### config.mk
export PLATFORM = sky130hd
export DESIGN_NAME = color_decision_flat
export DESIGN_NICKNAME = d
export VERILOG_FILES = /design/src/rtl/color_decision_if.sv /design/src/rtl/color_decision.sv /design/src/flat_wrapper.sv
export SDC_FILE = /design/constraint.sdc
export NUM_CORES = 1
export LEC_CHECK = 0
export ABC_AREA = 0
export CORE_MARGIN = 2
export CORE_UTILIZATION = 47
export DETAILED_ROUTE_END_ITERATION = 8
export GPL_TIMING_DRIVEN = 0
export PLACE_DENSITY = 0.91
export REMOVE_ABC_BUFFERS = 1
export SETUP_SLACK_MARGIN = 0.5
export SKIP_CTS_REPAIR_TIMING = 1
export SYNTH_ARGS = -nofsm -noshare
export SYNTH_HDL_FRONTEND = slang
export SYNTH_SLANG_ARGS = --single-unit
### constraint.sdc
create_clock -name clk -period 3.5 [get_ports clk]
set_clock_uncertainty 0.1 [all_clocks]
set_input_delay 1.05 -clock clk [delete_from_list [all_inputs] [get_ports clk]]
set_output_delay 1.05 -clock clk [all_outputs]
set_load 0.005 [all_outputs]
### src/rtl/color_decision_if.sv
// Frame-count inputs, Arduino acknowledge and published result for color_decision.
interface color_decision_if;
   logic [9:0] pixel_y;
   logic [9:0] red_count;
   logic [9:0] blue_count;
   logic       ack;
   logic       count_clear;
   logic [1:0] frame_class;
   logic [1:0] result;
   logic       result_valid;

   // Source side: pixel stream, counter values and the Arduino ack.
   modport master (
      output pixel_y, red_count, blue_count, ack,
      input  count_clear, frame_class, result, result_valid
   );

   // Decision block side.
   modport slave (
      input  pixel_y, red_count, blue_count, ack,
      output count_clear, frame_class, result, result_valid
   );
endinterface

### src/rtl/color_decision.sv
// Per-frame red/blue classifier with multi-frame debounce and a valid/ack
// publish handshake toward the Arduino.
//
// state     | meaning
// ----------+-----------------------------------------------------------
// WAIT_WRAP | wait for pixel_y to return to row 0 (start of a frame)
// WAIT_LINE | wait for pixel_y to reach SAMPLE_LINE (count band done)
// SAMPLE    | classify counts, update debounce, maybe publish
// CLEAR     | pulse count_clear so the upstream counter restarts
module color_decision #(
   parameter int SAMPLE_LINE   = 80,
   parameter int COLOR_THRESH  = 20,
   parameter int STABLE_FRAMES = 3
) (
   input  logic              clk,
   input  logic              rst,
   color_decision_if.slave   bus
);

   localparam logic [9:0] LINE_Y   = 10'(SAMPLE_LINE);
   localparam logic [9:0] THRESH   = 10'(COLOR_THRESH);
   localparam logic [2:0] STABLE_N = 3'(STABLE_FRAMES);

   localparam logic [1:0] CLS_NONE = 2'b00;
   localparam logic [1:0] CLS_RED  = 2'b01;
   localparam logic [1:0] CLS_BLUE = 2'b10;

   typedef enum logic [1:0] {
      WAIT_WRAP = 2'd0,
      WAIT_LINE = 2'd1,
      SAMPLE    = 2'd2,
      CLEAR     = 2'd3
   } state_t;

   state_t     state;
   logic [1:0] last_class;
   logic [2:0] stable_cnt;
   logic [1:0] frame_class;
   logic [1:0] result;
   logic       result_valid;
   logic       count_clear;

   logic       ack_s1;
   logic       ack_s2;
   logic       ack_d;
   logic       ack_rise;

   logic [1:0] cls;
   logic [2:0] cnt_next;
   logic       publish;

   // Bring the asynchronous ack into clk and keep one delayed copy for edge detection.
   always_ff @(posedge clk or posedge rst) begin
      if (rst) begin
         ack_s1 <= 1'b0;
         ack_s2 <= 1'b0;
         ack_d  <= 1'b0;
      end else begin
         ack_s1 <= bus.ack;
         ack_s2 <= ack_s1;
         ack_d  <= ack_s2;
      end
   end

   assign ack_rise = ack_s2 & ~ack_d;

   // Classify the current counts and work out the post-update debounce count.
   always_comb begin
      cls = CLS_NONE;
      if (bus.red_count >= THRESH && bus.red_count > bus.blue_count)
         cls = CLS_RED;
      else if (bus.blue_count >= THRESH && bus.blue_count > bus.red_count)
         cls = CLS_BLUE;

      cnt_next = 3'd1;
      if (cls == last_class)
         cnt_next = (stable_cnt >= STABLE_N) ? STABLE_N : stable_cnt + 3'd1;

      publish = (cnt_next == STABLE_N) && (cls != result) && !result_valid;
   end

   // Frame sequencing FSM with debounce, publish and ack clear.
   // An ack edge wins over a coinciding publish; that publish retries next frame.
   always_ff @(posedge clk or posedge rst) begin
      if (rst) begin
         state        <= WAIT_WRAP;
         last_class   <= CLS_NONE;
         stable_cnt   <= 3'd0;
         frame_class  <= CLS_NONE;
         result       <= CLS_NONE;
         result_valid <= 1'b0;
         count_clear  <= 1'b0;
      end else begin
         count_clear <= 1'b0;
         if (ack_rise)
            result_valid <= 1'b0;

         case (state)
            WAIT_WRAP: begin
               if (bus.pixel_y == 10'd0)
                  state <= WAIT_LINE;
            end
            WAIT_LINE: begin
               if (bus.pixel_y == LINE_Y)
                  state <= SAMPLE;
            end
            SAMPLE: begin
               frame_class <= cls;
               last_class  <= cls;
               stable_cnt  <= cnt_next;
               if (publish && !ack_rise) begin
                  result       <= cls;
                  result_valid <= 1'b1;
               end
               count_clear <= 1'b1;
               state       <= CLEAR;
            end
            CLEAR: begin
               state <= WAIT_WRAP;
            end
            default: begin
               state <= WAIT_WRAP;
            end
         endcase
      end
   end

   assign bus.count_clear  = count_clear;
   assign bus.frame_class  = frame_class;
   assign bus.result       = result;
   assign bus.result_valid = result_valid;

endmodule

### src/flat_wrapper.sv
// flat-port wrapper written by rule: the top's interface ports become plain ports
module color_decision_flat 
#(
   parameter int SAMPLE_LINE   = 80,
   parameter int COLOR_THRESH  = 20,
   parameter int STABLE_FRAMES = 3
)
  (clk, rst, bus_pixel_y, bus_red_count, bus_blue_count, bus_ack, bus_count_clear, bus_frame_class, bus_result, bus_result_valid);
  color_decision_if bus_i ();
  input  logic clk;
  input  logic rst;
  input wire logic [$bits(bus_i.pixel_y)-1:0] bus_pixel_y;
  input wire logic [$bits(bus_i.red_count)-1:0] bus_red_count;
  input wire logic [$bits(bus_i.blue_count)-1:0] bus_blue_count;
  input wire logic [$bits(bus_i.ack)-1:0] bus_ack;
  output wire logic [$bits(bus_i.count_clear)-1:0] bus_count_clear;
  output wire logic [$bits(bus_i.frame_class)-1:0] bus_frame_class;
  output wire logic [$bits(bus_i.result)-1:0] bus_result;
  output wire logic [$bits(bus_i.result_valid)-1:0] bus_result_valid;
  assign bus_i.pixel_y = bus_pixel_y;
  assign bus_i.red_count = bus_red_count;
  assign bus_i.blue_count = bus_blue_count;
  assign bus_i.ack = bus_ack;
  assign bus_count_clear = bus_i.count_clear;
  assign bus_frame_class = bus_i.frame_class;
  assign bus_result = bus_i.result;
  assign bus_result_valid = bus_i.result_valid;
  color_decision #(.SAMPLE_LINE(SAMPLE_LINE), .COLOR_THRESH(COLOR_THRESH), .STABLE_FRAMES(STABLE_FRAMES)) u_core (.clk(clk), .rst(rst), .bus(bus_i));
endmodule
**Word-level counts from Yosys, hierarchy flattened**

Index checks and enable logic that the tools add are counted.

- Word-level logic and storage cells: 48
- Bits in registers: 14
- Output and inout port bits: 6

- Muxes and demuxes: 11
- $lt $le $gt $ge: 5
- Equal/unequal tests: 9
- Reductions and logical operators: 11
- Add/sub/neg operators: 1
- Bitwise gates (word level): 2

Operators with widths:

| operator | count |
|---|---|
| 10-bit by 5-bit greater-or-equal comparator with 1-bit output (second input constant) | 2 |
| 10-bit > comparator | 2 |
| 10-bit by 7-bit equality test with 1-bit output (second input constant) | 1 |
| 10-bit logical NOT | 1 |
| 2-bit two-way mux | 4 |
| 2-bit one-hot mux with 4 select lines | 1 |
| 3-bit two-way mux | 2 |
| 1-bit logical AND | 5 |
| 2-bit equality test (second input constant) | 2 |
| 1-bit two-way mux | 4 |
| 2-bit by 1-bit != test with 1-bit output (second input constant) | 2 |
| 2-bit AND reduction | 2 |
| 3-bit by 1-bit adder with 3-bit output (second input constant) | 1 |
| 3-bit by 2-bit equality test with 1-bit output (second input constant) | 1 |
| 3-bit by 2-bit greater-or-equal comparator with 1-bit output (second input constant) | 1 |
| 2-bit by 1-bit equality test with 1-bit output (second input constant) | 1 |
| 2-bit equality test | 1 |
| 1-bit logical NOT | 2 |
| 2-bit logical NOT | 1 |
| 2-bit != test | 1 |
| 1-bit bitwise AND | 1 |
| 1-bit NOT | 1 |

**Depth between registers and ports, before layout**

Gate-level depths: netlist of the first run.

- Word-level depth: 12
- Depth in mapped cells: 8
- Mapped depth without buffers: 8

**Worst setup path after synthesis of the first run**

Ideal clock, no wire load.

- Kind: input-to-reg
- From: in bus_red_count[7]
- To: reg u_core.stable_cnt[0]
- Path slack: 0.672 ns
- Path buffers: 0
- Arrival: 2.607 ns
- Stages on the path: 7
- Cell sequence: inv_1 > ha_1 > a211oi_1 > nor2_1 > a2111oi_4 > mux2_2 > o22a_1

- Longest elaborated chain between the ends: 6
- Elaborated cells on any way between the ends: 9
- Classes of those cells: order compare: 3; eq/ne: 1; mux: 3; reduce/logical: 2

RTL lines:

| element | RTL line | source |
|---|---|---|
| start: declaration | flat_wrapper.sv:13 | `input wire logic [$bits(bus_i.red_count)-1:0] bus_red_count;` |
| 10-bit > comparator | color_decision.sv:72 | `else if (bus.blue_count >= THRESH && bus.blue_count > bus.red_count)` |
| 1-bit logical AND | color_decision.sv:72 |  |
| 2-bit two-way mux | color_decision.sv:72 |  |
| 2-bit two-way mux * | color_decision.sv:70 | `if (bus.red_count >= THRESH && bus.red_count > bus.blue_count)` |
| 2-bit equality test * | color_decision.sv:76 | `if (cls == last_class)` |
| 3-bit two-way mux * | color_decision.sv:76 |  |
| end signal: assignment | color_decision.sv:110 | `stable_cnt <= cnt_next;` |
| end: declaration | color_decision.sv:37 | `logic [2:0] stable_cnt;` |

Mark *: on every way between the ends. The rest lies on a longest branch, timed or not.
A chain may end at the register's enable or synchronous reset.

**Final worst setup path of the first run**

- From: in bus_red_count[1]
- To: reg u_core.result[1] (netlist: u_core.bus.result[1])

- Longest elaborated chain between the ends: 11
- Elaborated cells on any way between the ends: 15
- Classes of those cells: order compare: 3; eq/ne: 3; mux: 3; reduce/logical: 6

RTL lines:

| element | RTL line | source |
|---|---|---|
| 10-bit > comparator | color_decision.sv:72 |  |
| 1-bit logical AND | color_decision.sv:72 |  |
| 2-bit two-way mux | color_decision.sv:72 |  |
| 2-bit two-way mux * | color_decision.sv:70 |  |
| 2-bit equality test | color_decision.sv:76 |  |
| 3-bit two-way mux | color_decision.sv:76 |  |
| 3-bit by 2-bit equality test with 1-bit output | color_decision.sv:79 | `publish = (cnt_next == STABLE_N) && (cls != result) && !result_valid;` |
| 1-bit logical AND (2 in a row) | color_decision.sv:79 |  |
| 1-bit logical AND | color_decision.sv:111 | `if (publish && !ack_rise) begin` |
| 2-bit AND reduction (no line) | -- |  |
| end signal: assignment | color_decision.sv:112 | `result <= cls;` |
| end: declaration | color_decision.sv:39 | `logic [1:0] result;` |

Marked as above.

==> flow_summary.json, run 1 <==
{
  "max_stage_delay_ns": 0.45,
  "num_rows": 17,
  "grt_setup_unrepaired": "no",
  "port_buffers": 38,
  "grt_max_degree": 15,
  "outcome": "completed",
  "grt_pass1_vias": 1027,
  "drt_iter0_drc": 9,
  "regArea_um2": 350.3,
  "grt_overflow": 0,
  "synthArstFlopShare": 1.000,
  "synth_edf_count": 0,
  "hold_class": "reg -> reg",
  "fmax_mhz": 329.6,
  "wire_per_inst_um": 16.19,
  "gp_congestion": 0.6902,
  "yosysTopAreaCell": "dfrtp_1",
  "cts_root_buf": "clkbuf_4",
  "routed_wl_um": 3012,
  "multi_input_area_um2": 807.0,
  "ys_seq_area_frac": 0.3286,
  "finalSetupViolations": 0,
  "synth_compound_gate_area_share": 0.1808,
  "die_h_um": 51.63,
  "crit_path_start_kind": "input pin",
  "core_um2": 2170,
  "slew_viol_final": 0,
  "synth_top_family_by_area": "adder cells",
  "drtPass1Iterations": 4,
  "relSlewSlack": 0.6610,
  "layout-drive-gt1-share": 0.2278,
  "syn_inst": 112,
  "crit_path_top_delay_cell": "clkdlybuf4s50_1",
  "period_share": 0.8669,
  "syn-cell-area_um2": 1066,
  "cp.arrival_ns": 3.09,
  "irDropWorstVdd_mv": 0.5084,
  "worst-path-max-fanout": 4,
  "fin_util": 0.8068,
  "grtUsageTotal": 0.2022,
  "layout_common_cells": "clkdlybuf4s50_1 (22), dlymetal6s2s_1 (16), dfrtp_1 (14)",
  "fin_tns_setup_ns": 0,
  "cts-htree-levels": 1,
  "cp-end-kind": "flip-flop",
  "yosys.area_share.adder": 0.1878,
  "io-pin-count": 39,
  "clkTransAtPathRegs_ns": 0.08,
  "synth_flop_cell": "dfrtp_1",
  "grt_pass1_wl_um": 4057,
  "ys_types": 35,
  "muxShareOfSynthArea": 0.07160,
  "fillers": 144,
  "dp_hpwl_um": 2025,
  "vias": 1059,
  "clock_path_buffers": 2,
  "antenna_found_initial": 0,
  "cp.required_ns": 3.56,
  "die_area_um2": 2665,
  "cts.sinks": 14,
  "drc": 0,
  "finalHoldViolCount": 0,
  "post_synth_and_or_nand_nor_area_fraction": 0.1596,
  "netlist.area_leader.share": 0.3286,
  "p_leak_nw": 0.8532,
  "powerDensity_nw_per_um2": 490.0,
  "start_util": 0.4913,
  "chipWidth_um": 51.63,
  "synth_warnings": 0,
  "diodes": 0,
  "design_power_total_w": 0.0008577,
  "crit_chain": "clkdlybuf4s50_1, inv_1, ha_4, nand2b_4, a211oi_2, a2111oi_4, a21o_1, a21oi_4, mux2_4",
  "ys_ff_latch": 14,
  "antenna_left": 0,
  "netlist_top_cells_area": "dfrtp_1 (33%), ha_1 (19%), inv_1 (6.0%), o21ai_0 (4.7%), mux2_2 (3.2%)",
  "min_period_ns": 3.034,
  "cts_buffers": 3,
  "syn_avg_cell_area_um2": 9.518,
  "crit_type": "in -> reg",
  "clkLatencyLatePin_ns": 0.27,
  "layout_commonest_cell": "clkdlybuf4s50_1",
  "syn_to_final_growth_pct": 64.20,
  "cap_violations": 0,
  "worstMarginPinSlew_ns": 0.5079,
  "fin_nets": 208,
  "synth_xor_area_frac": 0.008216,
  "viasPerCell": 5.694,
  "cts_tree": "built"
}
-- cell type report --
class,instances,area share
Multi-Input combinational cell,80,0.4610
Timing Repair Buffer,43,0.2616
Sequential cell,14,0.2001
Inverter,17,0.03645
Clock buffer,4,0.02073
Tap cell,28,0.02001
-- power breakdown --
part           leakage [nW]  internal, W  switching, W  total [W]
logic                 0.661     0.000259      0.000211   0.000470
registers             0.171     0.000223     0.0000561   0.000279
clock network        0.0210    0.0000631     0.0000456   0.000109
-- cell families (layout without fill, tap and decap cells) --
logic type	Yosys count	count (layout)
buffers and inverters	18	64
flip-flops	14	14
AND/OR/NAND/NOR	30	30
adder cells (fa/ha/maj)	16	16
AO/OA/AOI/OAI	26	26
XOR/XNOR	1	1
multiplexers	7	7
-- final timing paths --
path                                 startpoint                      end  slack (ns)  cells past startpoint
max in group asynchronous                   rst     u_core.stable_cnt[2]        1.96                      2
setup / recovery               bus_red_count[1]     u_core.bus.result[1]        0.47                      9
setup reg to reg           u_core.stable_cnt[0]  u_core.bus.result_valid        1.21                      9
min in group asynchronous                   rst  u_core.bus.result_valid        1.00                      2
hold reg to reg                   u_core.ack_s1            u_core.ack_s2        0.25                      0
hold / removal                    u_core.ack_s1            u_core.ack_s2        0.25                      0
-- critical path: cells and delay by family --
| family | cells | cell delay, ns |
|---|---|---|
| fa+ha+maj | 1 | 0.28 |
| simple gates | 1 | 0.05 |
| compound gates | 4 | 0.87 |
| mux | 1 | 0.32 |
| buf+inv | 2 | 0.51 |
-- metrics by stage --
step | std cells | setup WS (ns) | hold WS (ns) | instance area, µm²
floorplan | 111 | 0.6716 | 0.2312 | 1062
global placement | 177 | 0.02179 | 0.2332 | 1478
detailed placement | 177 | -0.07581 | 0.2347 | 1478
CTS | 181 | 0.2106 | 0.2530 | 1514
global route | 186 | 0.4129 | 0.2686 | 1750
finish | 186 | 0.4657 | 0.2515 | 1750
-- synth_stat cells (2+ instances only) --
master,number
a211oi_1,3
a21oi_1,2
dfrtp_1,14
ha_1,16
inv_1,17
mux2_1,2
mux2_2,3
mux2i_1,2
nand2_1,5
nand2b_1,2
nand4_1,2
nor2_1,6
nor2b_1,2
nor3b_1,2
nor4_1,3
o21ai_0,10
o22ai_1,2
or4_1,2
-- layer usage --
metal / global-route usage / vias to the layer above / share of wire
met5: 0 / - / 0
met4: 0.1140 / 0 / 0.038
met3: 0.01437 / 12 / 0.047
met2: 0.4103 / 45 / 0.59
met1: 0.1960 / 502 / 0.33
li1: - / 500 / -
-- registers in the layout, summed over array words and instances, names as in the netlist --
signal                   flops
u_core.last_class            2
u_core.bus.result            2
u_core.stable_cnt            3
u_core.state                 2
u_core.bus.result_valid      1
u_core.ack_d                 1
u_core.ack_s1                1
u_core.ack_s2                1
u_core.bus.count_clear       1
Power figures use the tool's default switching activity.
==> run 2: changes to the inputs <==
--- a/config.mk
+++ b/config.mk
@@ -7,10 +7,11 @@
 export LEC_CHECK = 0
 export ABC_AREA = 0
 export CORE_MARGIN = 2
-export CORE_UTILIZATION = 47
+export CORE_UTILIZATION = 55
 export DETAILED_ROUTE_END_ITERATION = 8
+export DONT_BUFFER_PORTS = 1
 export GPL_TIMING_DRIVEN = 0
-export PLACE_DENSITY = 0.91
+export PLACE_DENSITY = 0.77
 export REMOVE_ABC_BUFFERS = 1
 export SETUP_SLACK_MARGIN = 0.5
 export SKIP_CTS_REPAIR_TIMING = 1
==> run 2 against run 1 <==
Non-clock buffer count fell by 43. First-iteration DRC count rose by 44%. Clock-buffer cell count did not move. Flip-flop and latch count did not move. Largest cell class unchanged.
==> flow_summary.json, run 2 (same netlist as run 1, synthesis figures left out) <==
{
  "diodes": 0,
  "min_period_ns": 2.767,
  "powerDensity_nw_per_um2": 616.0,
  "dp_hpwl_um": 1827,
  "wire_per_inst_um": 15.35,
  "cap_violations": 0,
  "relSlewSlack": 0.6515,
  "grt_setup_unrepaired": "no",
  "irDropWorstVdd_mv": 0.3791,
  "syn_to_final_growth_pct": 5.986,
  "layout-drive-gt1-share": 0.08696,
  "largest_register_ffs": 3,
  "outcome": "completed",
  "core_um2": 1783,
  "grtUsageTotal": 0.1936,
  "crit_path_start_kind": "input pin",
  "finalSetupViolations": 0,
  "switching_share": 0.3949,
  "grt_busiest_layer": "met2",
  "grt_overflow": 0,
  "chipWidth_um": 48.03,
  "worst-path-max-fanout": 5,
  "whs_ns": 0.2650,
  "worstMarginPinSlew_ns": 0.5196,
  "io-pin-count": 39,
  "grt_pass1_vias": 778,
  "cts_root_buf": "clkbuf_4",
  "port_buffers": 0,
  "drtPass1Iterations": 4,
  "num_rows": 15,
  "gp_congestion": 0.7497,
  "fmax_mhz": 361.4,
  "timing.final.ws_setup_ns": 0.7328,
  "cts_buffers": 3,
  "hold_class": "reg -> reg",
  "slew_viol_final": 0,
  "grt_pass1_wl_um": 3015,
  "start_util": 0.5979,
  "drc": 0,
  "switching_power_w": 0.0002748,
  "cp.arrival_ns": 2.82,
  "clkTransAtPathRegs_ns": 0.08,
  "die_h_um": 48.03,
  "viasPerCell": 5.914,
  "cp-end-kind": "flip-flop",
  "antenna_left": 0,
  "p_clk_frac": 0.160,
  "antenna_found_initial": 0,
  "intPower_w": 0.0004212,
  "cts.sinks": 14,
  "finalHoldViolCount": 0,
  "drt_iter0_drc": 13,
  "cts_tree": "built",
  "p_leak_nw": 0.5206,
  "vias": 828,
  "dpl_worst_slack_ns": 0.4566,
  "layout_commonest_cell": "inv_1",
  "die_area_um2": 2306,
  "fin_nets": 165,
  "layout_common_cells": "inv_1 (17), ha_1 (16), dfrtp_1 (14)",
  "met2_usage": 0.3973,
  "period_share": 0.7906,
  "routed_wl_um": 2149,
  "clock_path_buffers": 2,
  "grt_use_met3": 0.01887,
  "cp.required_ns": 3.56,
  "fin_area_um2": 1130,
  "max_flop_register": "u_core.stable_cnt",
  "pwr-share-comb": 0.433,
  "clkLatencyLatePin_ns": 0.27,
  "seq_power_share": 0.407,
  "grt_use_met1": 0.1900,
  "fin_util": 0.6337,
  "fin_tns_setup_ns": 0,
  "cts-htree-levels": 1,
  "dpl-instance-area_um2": 1094,
  "crit_type": "in -> reg",
  "grt_max_degree": 15
}
==> run 2: cell types whose count changed in the layout (fill, tap and decap cells not counted), moves of 5 or more <==
cell             delta
dlymetal6s2s_1     -16
buf_4               -5
clkdlybuf4s50_1    -22
ha_1                +8
ha_4                -8
==> run 2: cell type report <==
cell class	count	area (µm²)
well taps	25	31.28
clock buffers	4	36.28
inverters	17	63.81
flip-flops and latches	14	350.3
multi-input cells	80	648.1
fillers	156	653.1
==> run 2: final timing paths <==
| check | from | slack, ns | end | cells after the start |
|---|---|---|---|---|
| min in group asynchronous | rst | 0.59 | u_core.last_class[0] | 1 |
| worst min-delay path | u_core.ack_s1 | 0.26 | u_core.ack_s2 | 0 |
| worst max register to register | u_core.stable_cnt[0] | 1.24 | u_core.bus.result[1] | 8 |
| worst min register to register | u_core.ack_s1 | 0.26 | u_core.ack_s2 | 0 |
| max in group asynchronous | rst | 2.37 | u_core.bus.result[0] | 1 |
| worst max-delay path | bus_red_count[5] | 0.73 | u_core.bus.result[1] | 8 |
==> run 2: through the flow <==
step	total power, W	instances
floorplan	0.0005077	111
global placement	0.0005523	136
detailed placement	0.0005848	136
CTS	0.0007014	140
global route	0.0007516	140
finish	0.0006960	140
==> run 2: worst max-delay path: stages <==
cell and delay (ns):
inv_1 0.03, ha_1 0.30, nand4_1 0.15, a211oi_1 0.49, a2111oi_4 0.10, a21o_1 0.19, a21oi_2 0.18, mux2_1 0.34
==> run 2: metal layers <==
metal	wire [µm]	share of wire
met1	823	0.38
met2	1229	0.57
met3	82	0.038
met4	14	0.0065
met5	0	0
==> run 2: power by group through the flow <==
stage	registers (W)	clock network, W	logic [W]
after detailed placement	0.000288	0	0.000297
after floorplan	0.000269	0	0.000239
final	0.000283	0.000112	0.000301
after global routing	0.000294	0.000124	0.000334
after CTS	0.000285	0.000116	0.000301
after global placement	0.000281	0	0.000271
